## src/rtl/rf_wb_arbiter.sv

```systemverilog
// Writeback arbiter (ALU vs LSU) onto one GPR write port plus a pending-write scoreboard.
// Latency 1 cycle to the write port; the loser is stalled via ready=0 and must hold its request.
module rf_wb_arbiter #(
    parameter int RR_EN = 1
) (
    input  logic        clk,
    input  logic        rst_n,
    input  logic        alu_valid,
    input  logic [2:0]  alu_dest,
    input  logic [15:0] alu_data,
    output logic        alu_ready,
    input  logic        lsu_valid,
    input  logic [2:0]  lsu_dest,
    input  logic [15:0] lsu_data,
    output logic        lsu_ready,
    input  logic        issue_en,
    input  logic [2:0]  issue_dest,
    output logic        reg_write_en,
    output logic [2:0]  reg_write_dest,
    output logic [15:0] reg_write_data,
    output logic [7:0]  busy
);

    localparam bit RR = (RR_EN != 0);

    logic       last_alu;
    logic       contested;
    logic       alu_xfer;
    logic       lsu_xfer;
    logic [7:0] busy_nxt;

    assign contested = alu_valid && lsu_valid;

    // Under contention the ALU only wins in round-robin mode when the LSU took the previous contest.
    always_comb begin
        alu_ready = 1'b0;
        lsu_ready = 1'b0;
        if (rst_n) begin
            if (contested) begin
                alu_ready = RR && !last_alu;
                lsu_ready = !(RR && !last_alu);
            end else begin
                alu_ready = alu_valid;
                lsu_ready = lsu_valid;
            end
        end
    end

    assign alu_xfer = alu_valid && alu_ready;
    assign lsu_xfer = lsu_valid && lsu_ready;

    always_ff @(posedge clk or negedge rst_n) begin
        if (!rst_n) begin
            last_alu <= 1'b1;
        end else if (contested) begin
            last_alu <= alu_xfer;
        end
    end

    always_ff @(posedge clk or negedge rst_n) begin
        if (!rst_n) begin
            reg_write_en   <= 1'b0;
            reg_write_dest <= 3'd0;
            reg_write_data <= 16'd0;
        end else begin
            reg_write_en <= alu_xfer || lsu_xfer;
            if (lsu_xfer) begin
                reg_write_dest <= lsu_dest;
                reg_write_data <= lsu_data;
            end else if (alu_xfer) begin
                reg_write_dest <= alu_dest;
                reg_write_data <= alu_data;
            end
        end
    end

    // Clear first, then set, so a same-index set/clear leaves the bit pending.
    always_comb begin
        busy_nxt = busy;
        if (reg_write_en) begin
            busy_nxt[reg_write_dest] = 1'b0;
        end
        if (issue_en) begin
            busy_nxt[issue_dest] = 1'b1;
        end
    end

    always_ff @(posedge clk or negedge rst_n) begin
        if (!rst_n) begin
            busy <= 8'h00;
        end else begin
            busy <= busy_nxt;
        end
    end

endmodule

```

## config.mk

```make
export PLATFORM = sky130hd
export DESIGN_NAME = rf_wb_arbiter
export DESIGN_NICKNAME = d
export VERILOG_FILES = /design/src/rtl/rf_wb_arbiter.sv
export SDC_FILE = /design/constraint.sdc
export NUM_CORES = 1
export LEC_CHECK = 0
export CAP_MARGIN = 20
export CORE_MARGIN = 5
export CORE_UTILIZATION = 30
export DETAILED_ROUTE_END_ITERATION = 8
export PLACE_DENSITY = 0.69
export SYNTH_ARGS = -nofsm -noshare
export SYNTH_HDL_FRONTEND = slang
export SYNTH_SLANG_ARGS = --single-unit
export TNS_END_PERCENT = 10
```

## constraint.sdc

```tcl
create_clock -name clk -period 1.7 [get_ports clk]
set_clock_uncertainty 0.05 [all_clocks]
set_input_delay 0.255 -clock clk [delete_from_list [all_inputs] [get_ports clk]]
set_output_delay 0.255 -clock clk [all_outputs]
set_load 0.05 [all_outputs]
```

# After elaboration in Yosys (flattened, before gate mapping)
# Index checks and enable logic that the tools add are counted.
totals:
  reg_bits: 29
  input_bits: 46
  output_inout_bits: 30
  wordCells: 34
op_classes:
  n_lt_le_gt_ge: 4
  n_mux: 14
  bitwise: 3
  n_reduce_logical: 8
ops:
  columns: ["cell", "count"]
  rows:
  - ["2-to-1 mux 16 bit", 2]
  - ["2-to-1 mux 8 bit", 2]
  - ["bitwise AND 8 bit", 1]
  - ["less-than comparator 3 x 4 -> 1 bit (second input constant)", 2]
  - ["NOT 8 bit", 1]
  - ["bitwise OR 8 bit", 1]
  - ["demux 1 bit (select 3 bit)", 2]
  - ["greater-or-equal comparator 3 x 1 -> 1 bit (second input constant)", 2]
  - ["2-to-1 mux 1 bit", 6]
  - ["2-to-1 mux 3 bit", 2]
  - ["logical AND 1 bit", 5]
  - ["nonzero test 2 bit", 1]
  - ["logical NOT 1 bit", 1]
  - ["logical OR 1 bit", 1]

# Logic depth before layout (Yosys ltp)
# Gate-level depths: netlist of run 1.
depth:
  word_depth: 9
  ltp_mapped: 6
  depth_no_buf: 4

# Worst setup path before layout of run 1
# No wires, ideal clock.
synth_timing:
  kind: "reg-to-reg"
  start: "register last_alu"
  end: "register reg_write_data[12]"
  setup_ns: 0.126
  arrival_time_ns: 1.208
  required_ns: 1.524
  setup_slack_ns: 0.316
  path_stages_with_launch: 4
  path_buffers: 1
  period_less_slack_ns: 1.384
  cell_sequence: "dfstp_2 a21oi_2 buf_4 a221o_1"
synth_via:
  elab_chain_len: 5
  elab_cells_between_ends: 9
  classes_between: "mux: 5; reduce/logical: 4"
synth_rtl:
  columns: ["element", "line", "text"]
  rows:
  - ["start: declaration", "26", "logic last_alu;"]
  - ["start signal: assignment", "56", "last_alu <= alu_xfer;"]
  - ["logical NOT 1 bit", null, null]
  - ["2-to-1 mux 1 bit", "39", "if (contested) begin"]
  - ["2-to-1 mux 1 bit", "38", "if (rst_n) begin"]
  - ["net alu_ready", "11", "output logic alu_ready,"]
  - ["logical AND 1 bit", "49", "assign alu_xfer = alu_valid && alu_ready;"]
  - ["nonzero test 2 bit (no source line)", null, null]
  - ["end signal: assignment", "69", "reg_write_data <= lsu_data;"]
  - ["end signal: assignment", "72", "reg_write_data <= alu_data;"]
  - ["end: declaration", "20", "output logic [15:0] reg_write_data,"]
# The timed path passes the listed nets, and every way through them passes these cells.
# A chain may end at the register's enable or synchronous reset.

# Worst setup path in the final report of run 1
layout_timing:
  start: "register last_alu"
  end: "output port lsu_ready"
layout_via:
  elab_chain_len: 2
layout_rtl:
  columns: ["element", "line", "text"]
  rows:
  - ["2-to-1 mux 1 bit", "39", null]
  - ["2-to-1 mux 1 bit", "38", null]
  - ["end: declaration", "15", "output logic lsu_ready,"]
# No other way between the ends.

==> flow_summary.toml, run 1 <==
[route]
routed-via-count = 1317
wirelength_um = 4190
number_of_remaining_drc_errors = 0
detail_route.first_pass.iterations = 4
drt_iter0_drc = 98
wire_per_inst_um = 16.4
antenna_viol_nets_final = 0
via_per_inst = 5.14

[clock_tree]
cts_max_level = 2
cts_tree = "yes"
cts.sinks = 29
clock_pin_slew_of_the_registers_on_the_worst_case_setup_and_hold_paths_ns = 0.06
clk_latency_ns = 0.28
cts_root_buf = "sky130_fd_sc_hd__clkbuf_8"
hold_fix_buffers_at_cts = 0
clockBufferDepth = 2
cts_made_buffers = 5

[synthesis]
post-synth-top-area-fraction_pct = 53.1
syn_nets = 163
synth.area.mux_share_pct = 0.854
synth_compound_area_share_pct = 25.6
yosys-top-cells-area = "sky130_fd_sc_hd__dfrtp_1 53%, sky130_fd_sc_hd__a221o_1 11%, sky130_fd_sc_hd__and2_1 7.1%, sky130_fd_sc_hd__o21ai_0 6.1%, sky130_fd_sc_hd__o2111ai_1 2.7%"
seq_area_frac_synth_pct = 55.1
synthSimpleGateAreaFrac_pct = 15.4
synth_enable_flop_cells = 0
ys_types = 23
synth_xor_xnor_area_share_pct = 0
synth_top_family_by_area = "compound AO/OA/AOI/OAI gates"
yosys_register_bits = 29
synth_fa_ha_area_share_pct = 0
synth_area_per_cell_sq_um = 11.3
async_reset_ff_share_pct = 100
netlist.top_cell.by_area = "sky130_fd_sc_hd__dfrtp_1"
synth-warning-count = 0
synth_area_sq_mm = 0.00132
synthFlopType = "sky130_fd_sc_hd__dfrtp_1"
synthesis.instances = 117
ys_top_cells_by_count = "28 x sky130_fd_sc_hd__dfrtp_1, 16 x sky130_fd_sc_hd__o21ai_0, 15 x sky130_fd_sc_hd__a221o_1, 15 x sky130_fd_sc_hd__and2_1, 7 x sky130_fd_sc_hd__nand2_1"
synthMostInstantiatedCell = "sky130_fd_sc_hd__dfrtp_1"

[cells_and_area]
synthToLayoutAreaGrowth_pct = 71.6
area.sequential_sq_um = 727
antennaDiodeCount = 0
filler_cell_count_in_the_final_layout = 392
multi_input_area_sq_um = 552
num-nets-final = 250
fraction_of_layout_instances_using_a_drive_strength_above_1_pct = 25.5
post_route_cell_area_sq_mm = 0.00226
instances_no_fill = 256

[timing]
report.final.setup_viol = 0
fin_crit_ns = 1.67
setup_tns_ns = 0
timing.hold.ws_ns = 0.148
maxSlewViolCount = 0
max_freq_mhz = 600
post-route-period-util_pct = 98.1
endpoints_failing_hold = 0
grt_setup_unrepaired = "yes"
worst_slew_margin_rel_pct = 62.8
max_slew.worst_pin.slew_ns = 0.558

[pwr]
internal_power_w = 0.00161
combinationalPowerShare_pct = 44.2
cellPowerDensity_mw_per_mm2 = 1200
clock_network_power_share_pct = 20.8
total_net_switching_power_w = 0.00110
leakage_nw = 0.984
vdd.ir_drop.worst_mv = 0.508
switching_share_pct = 40.6
p_seq_share_pct = 35.0

[global_routing]
overflow = 0
number_of_global_route_vias_before_repair = 1404
largest_net_degree_at_the_start_of_global_routing = 19
global_route_wire_length_before_repair_um = 6740
grt_util_all_layers_pct = 14.4
initial_antenna_violation_count = 0

[placement]
port_bufs = 75
dpl-instance-area_sq_mm = 0.00217
gp_congestion = 0.809
place_hpwl_um = 3280
dp_cells = 248

[setup_path]
critical_path.slowest_cell = "sky130_fd_sc_hd__dfstp_2"
required_ns = 1.39
path_common_cell = "sky130_fd_sc_hd__buf_12"
critical_path_class = "reg2out"
cp.arrival_ns = 1.36
critPathLaunchType = "register"
crit_path_cell_trace = "nor2b_4, nor2_4, buf_12, buf_12"
timing.critical_path.slowest_cell_delay_ns = 0.62
timing.critical_path.to_type = "output pin"
timing.critical_path.fanout_max = 16

[job]
drv_cap = 0

[floorplanning]
die-area_sq_mm = 0.00582
die_w_um = 76.3
initial_core_utilization_pct = 30.5
design.portCount = 76
fp.coreArea_sq_mm = 0.00432
die_height_um = 76.3
std_cell_rows = 24

[status]
run_status = "finished clean"

[min_path]
min_path_type = "in2async"
==> routing by layer <==
| layer | GRT usage [%] | vias to the layer above | routed length (um) | part of all wire (%) |
|---|---|---|---|---|
| met5 | 0 | - | 0 | 0 |
| met4 | 4.55 | 0 | 61 | 1.5 |
| met3 | 5.79 | 6 | 365 | 8.7 |
| met2 | 24.4 | 60 | 2170 | 52 |
| met1 | 16.6 | 637 | 1600 | 38 |
| li1 | - | 614 | - | - |
==> final timing paths <==
check | cells past startpoint | from | slack [ns] | to
max | 4 | last_alu$_DFFE_PN1N_ | 0.03 | lsu_ready
min | 2 | rst_n | 0.15 | reg_write_dest[1]$_DFFE_PN0P_
min in group clk | 4 | lsu_valid | 0.46 | reg_write_data[10]$_DFFE_PN0P_
max reg2reg | 3 | last_alu$_DFFE_PN1N_ | 0.34 | reg_write_data[9]$_DFFE_PN0P_
max in group asynchronous | 2 | rst_n | 1.20 | last_alu$_DFFE_PN1N_
min reg2reg | 2 | busy[1]$_DFF_PN0_ | 0.46 | busy[1]$_DFF_PN0_
==> layout by cell type, fill, tap and decap left out, types with 2 or more instances in the layout <==
cell | Yosys | routed
sky130_fd_sc_hd__o21ai_0 | 16 | 16
sky130_fd_sc_hd__dlymetal6s2s_1 | 0 | 2
sky130_fd_sc_hd__a31oi_1 | 4 | 4
sky130_fd_sc_hd__inv_1 | 2 | 2
sky130_fd_sc_hd__o2111ai_1 | 4 | 4
sky130_fd_sc_hd__nand2b_1 | 5 | 5
sky130_fd_sc_hd__a221o_1 | 15 | 15
sky130_fd_sc_hd__and2_1 | 15 | 15
sky130_fd_sc_hd__o31ai_1 | 4 | 4
sky130_fd_sc_hd__buf_4 | 1 | 33
sky130_fd_sc_hd__dfrtp_1 | 28 | 28
sky130_fd_sc_hd__nand2_1 | 7 | 7
sky130_fd_sc_hd__clkdlybuf4s50_1 | 0 | 42
sky130_fd_sc_hd__clkbuf_8 | 0 | 6
sky130_fd_sc_hd__nor2_1 | 4 | 4
sky130_fd_sc_hd__buf_12 | 0 | 6
==> critical path: cells and delay by family (launching register included) <==
family / cells / cell delay (ns)
DFF: 1 / 0.62
and+or+nand+nor: 2 / 0.17
buffers and inverters: 2 / 0.29
==> power by group through the flow <==
stage               logic, W  clock network, W  registers, W
floorplan           0.000227                 0       0.00143
global placement     0.00118                 0      0.000956
detailed placement   0.00120                 0      0.000963
CTS                  0.00120          0.000567      0.000954
global route         0.00126          0.000609      0.000970
finish               0.00120          0.000563      0.000950
==> cells by family after synthesis <==
| family | Yosys count |
|---|---|
| DFF | 29 |
| AOI/OAI and AO/OA | 45 |
| and+or+nand+nor | 35 |
| buffers and inverters | 7 |
| muxes | 1 |
==> stage by stage <==
step	setup WS, ns	utilization [%]	power, W
2_1_floorplan	0.316	-	0.00165
3_3_place_gp	-0.0359	50.1	0.00213
3_5_place_dp	-0.0940	50.1	0.00216
4_1_cts	0.00278	52.1	0.00272
5_1_grt	-0.0220	52.3	0.00284
6_report	0.0324	52.3	0.00271
==> area by class of cell <==
cell class	instances	share of cell area (%)
clock buffer	7	3.81
inverter	3	0.498
multi-input combinational	81	24.4
tap	52	2.87
sequential	29	32.1
timing repair buffer	84	36.3
==> registers in the layout, indices dropped and copies added, names as in the netlist <==
| name | flops |
|---|---|
| reg_write_en | 1 |
| last_alu | 1 |
| reg_write_data | 16 |
| busy | 8 |
| reg_write_dest | 3 |
==> what timing repair did <==
item	4_1_cts	5_1_grt
resized for setup	1	2
endpoints found under the setup margin	2	2
buffers inserted	0	1
(Power assumes the default switching activity.)
==> inputs of run 2 (changes only) <==
--- a/config.mk
+++ b/config.mk
@@ -8,6 +8,8 @@
 export CAP_MARGIN = 20
 export CORE_MARGIN = 5
 export CORE_UTILIZATION = 30
+export CTS_CLUSTER_DIAMETER = 50
+export CTS_CLUSTER_SIZE = 30
 export DETAILED_ROUTE_END_ITERATION = 8
 export PLACE_DENSITY = 0.69
 export SYNTH_ARGS = -nofsm -noshare
==> results of run 2 <==
Final layout, timing and power as in run 1 (identical DEF).
==> inputs of run 3 (changes only) <==
--- a/config.mk
+++ b/config.mk
@@ -6,7 +6,6 @@
 export NUM_CORES = 1
 export LEC_CHECK = 0
 export CAP_MARGIN = 20
-export CORE_MARGIN = 5
 export CORE_UTILIZATION = 30
 export CTS_CLUSTER_DIAMETER = 50
 export CTS_CLUSTER_SIZE = 30
==> flow_summary.toml, run 3 (synthesized netlist as in run 1, its figures left out) <==
[setup_path]
critical_path.top_delay_family = "flip-flops"
timing.critical_path.to_type = "output pin"
cp_num_buf_inv = 2
cp.arrival_ns = 1.31
timing.critical_path.slowest_cell_delay_ns = 0.63
critical_path_class = "reg2out"
required_ns = 1.39
timing.critical_path.fanout_max = 16
path_common_cell = "sky130_fd_sc_hd__buf_12"
critPathLaunchType = "register"
crit_path_cell_trace = "a21oi_2, buf_12, buf_12"
critical_path.slowest_cell = "sky130_fd_sc_hd__dfstp_2"

[timing]
endpoints_failing_hold = 0
post-route-period-util_pct = 94.7
grt_setup_unrepaired = "no"
maxSlewViolCount = 0
worst_slew_margin_rel_pct = 60.5
max_slew.worst_pin.slew_ns = 0.592
fin_crit_ns = 1.61
max_freq_mhz = 621
report.final.setup_viol = 0
setup_tns_ns = 0

[placement]
place_hpwl_um = 3150
port_bufs = 75
dp_cells = 248
gp_congestion = 0.833

[clock_tree]
postCtsResizedCells = 2
hold_fix_buffers_at_cts = 0
cts_made_buffers = 5
cts_root_buf = "sky130_fd_sc_hd__clkbuf_8"
cts_tree = "yes"
clockBufferDepth = 2
clk_latency_ns = 0.28
buffer_count_from_post_cts_setup_fixing = 0
cts_max_level = 2
clock_pin_slew_of_the_registers_on_the_worst_case_setup_and_hold_paths_ns = 0.06
cts.sinks = 29

[cells_and_area]
instances_no_fill = 254
most_frequent_standard_cell_in_the_layout_excluding_fill_and_tap_cells = "sky130_fd_sc_hd__clkdlybuf4s50_1"
synthToLayoutAreaGrowth_pct = 67.9
fraction_of_layout_instances_using_a_drive_strength_above_1_pct = 26.0
antennaDiodeCount = 0
largest_register_ff_count = 16
regMostFlops = "reg_write_data"
most-common-layout-cells = "42 x sky130_fd_sc_hd__clkdlybuf4s50_1, 37 x sky130_fd_sc_hd__buf_4, 28 x sky130_fd_sc_hd__dfrtp_1, 16 x sky130_fd_sc_hd__o21ai_0"
num-nets-final = 251
layout_top_registers = "reg_write_data x16, busy x8, reg_write_dest x3"

[min_path]
min_path_type = "in2async"

[route]
wire_per_inst_um = 15.8
drt_iter0_drc = 56
wirelength_um = 4020
antenna_viol_nets_final = 0
via_per_inst = 5.19
number_of_remaining_drc_errors = 0
detail_route.first_pass.iterations = 4
routed-via-count = 1319

[global_routing]
initial_antenna_violation_count = 0
groute.layer.met2.usage_pct = 32.4
groute.layer.met1.usage_pct = 20.2
layer_with_the_highest_usage_after_global_routing = "met2"
globalRouteMet3Util_pct = 5.67
grt_util_all_layers_pct = 18.5
number_of_global_route_vias_before_repair = 1307
largest_net_degree_at_the_start_of_global_routing = 27
global_route_wire_length_before_repair_um = 6070
overflow = 0

[floorplanning]
fp.coreArea_sq_mm = 0.00412
die_height_um = 68.3
initial_core_utilization_pct = 32.0
design.portCount = 76
std_cell_rows = 23
die-area_sq_mm = 0.00466
die_w_um = 68.3

[pwr]
vdd.ir_drop.worst_mv = 0.477
leakage_nw = 0.964
cellPowerDensity_mw_per_mm2 = 1180

[status]
run_status = "finished clean"

[job]
drv_cap = 0
[run 3: changes by cell type in the layout (fill, tap and decap cells not counted)]
cell,delta
sky130_fd_sc_hd__dlygate4sd2_1,+1
sky130_fd_sc_hd__dlymetal6s2s_1,-1
sky130_fd_sc_hd__buf_12,-3
sky130_fd_sc_hd__clkinv_2,+1
sky130_fd_sc_hd__clkbuf_1,-1
sky130_fd_sc_hd__clkbuf_8,-1
sky130_fd_sc_hd__buf_4,+4
[run 3: final timing paths]
kind / from / to / slack, ns / cells past startpoint
max: last_alu$_DFFE_PN1N_ / alu_ready / 0.09 / 3
min: rst_n / reg_write_data[11]$_DFFE_PN0P_ / 0.12 / 2
max reg2reg: last_alu$_DFFE_PN1N_ / reg_write_data[15]$_DFFE_PN0P_ / 0.35 / 3
min reg2reg: busy[4]$_DFF_PN0_ / busy[4]$_DFF_PN0_ / 0.47 / 2
max in group asynchronous: rst_n / last_alu$_DFFE_PN1N_ / 1.08 / 2
min in group clk: lsu_valid / reg_write_data[10]$_DFFE_PN0P_ / 0.45 / 3
[run 3: metal layers]
metal  vias up  wire, um
met5         -         0
met3         9       251
li1        617         -
met1       632      1530
met2        61      2160
met4         0        75
[run 3: per-stage QoR]
step / util, % / instance area [sq um] / hold slack (ns) / power (W) / setup slack (ns)
CTS: 53.8 / 2210 / 0.109 / 0.00264 / 0.0338
global route: 53.8 / 2210 / 0.127 / 0.00276 / 0.0374
global placement: 52.0 / 2140 / 0.433 / 0.00211 / -0.0470
finish: 53.8 / 2210 / 0.121 / 0.00262 / 0.0893
detailed placement: 52.0 / 2140 / 0.456 / 0.00213 / -0.156
floorplan: - / 1320 / -0.0906 / 0.00165 / 0.316
[run 3: worst register-to-register path, cell delays in order (launching register included)]
cell	delay, ns
sky130_fd_sc_hd__dfstp_2	0.63
sky130_fd_sc_hd__a21oi_2	0.10
sky130_fd_sc_hd__buf_12	0.16
sky130_fd_sc_hd__a221o_1	0.30
[run 3: power breakdown]
| group | leakage, nW | internal, W | switching, W |
|---|---|---|---|
| clock network | 0.0399 | 0.000268 | 0.000234 |
| registers | 0.339 | 0.000840 | 0.000111 |
| logic | 0.585 | 0.000425 | 0.000739 |
| total | 0.964 | 0.00153 | 0.00108 |
[run 3: area by class of cell]
| type | count | area [sq um] |
|---|---|---|
| fill | 357 | 1900 |
| clock inverter | 1 | 5.00 |
| clock buffer | 5 | 68.8 |
| tap | 50 | 62.6 |
| timing repair buffer | 85 | 788 |
| sequential | 29 | 727 |
| inverter | 3 | 11.3 |
| multi-input combinational | 81 | 552 |
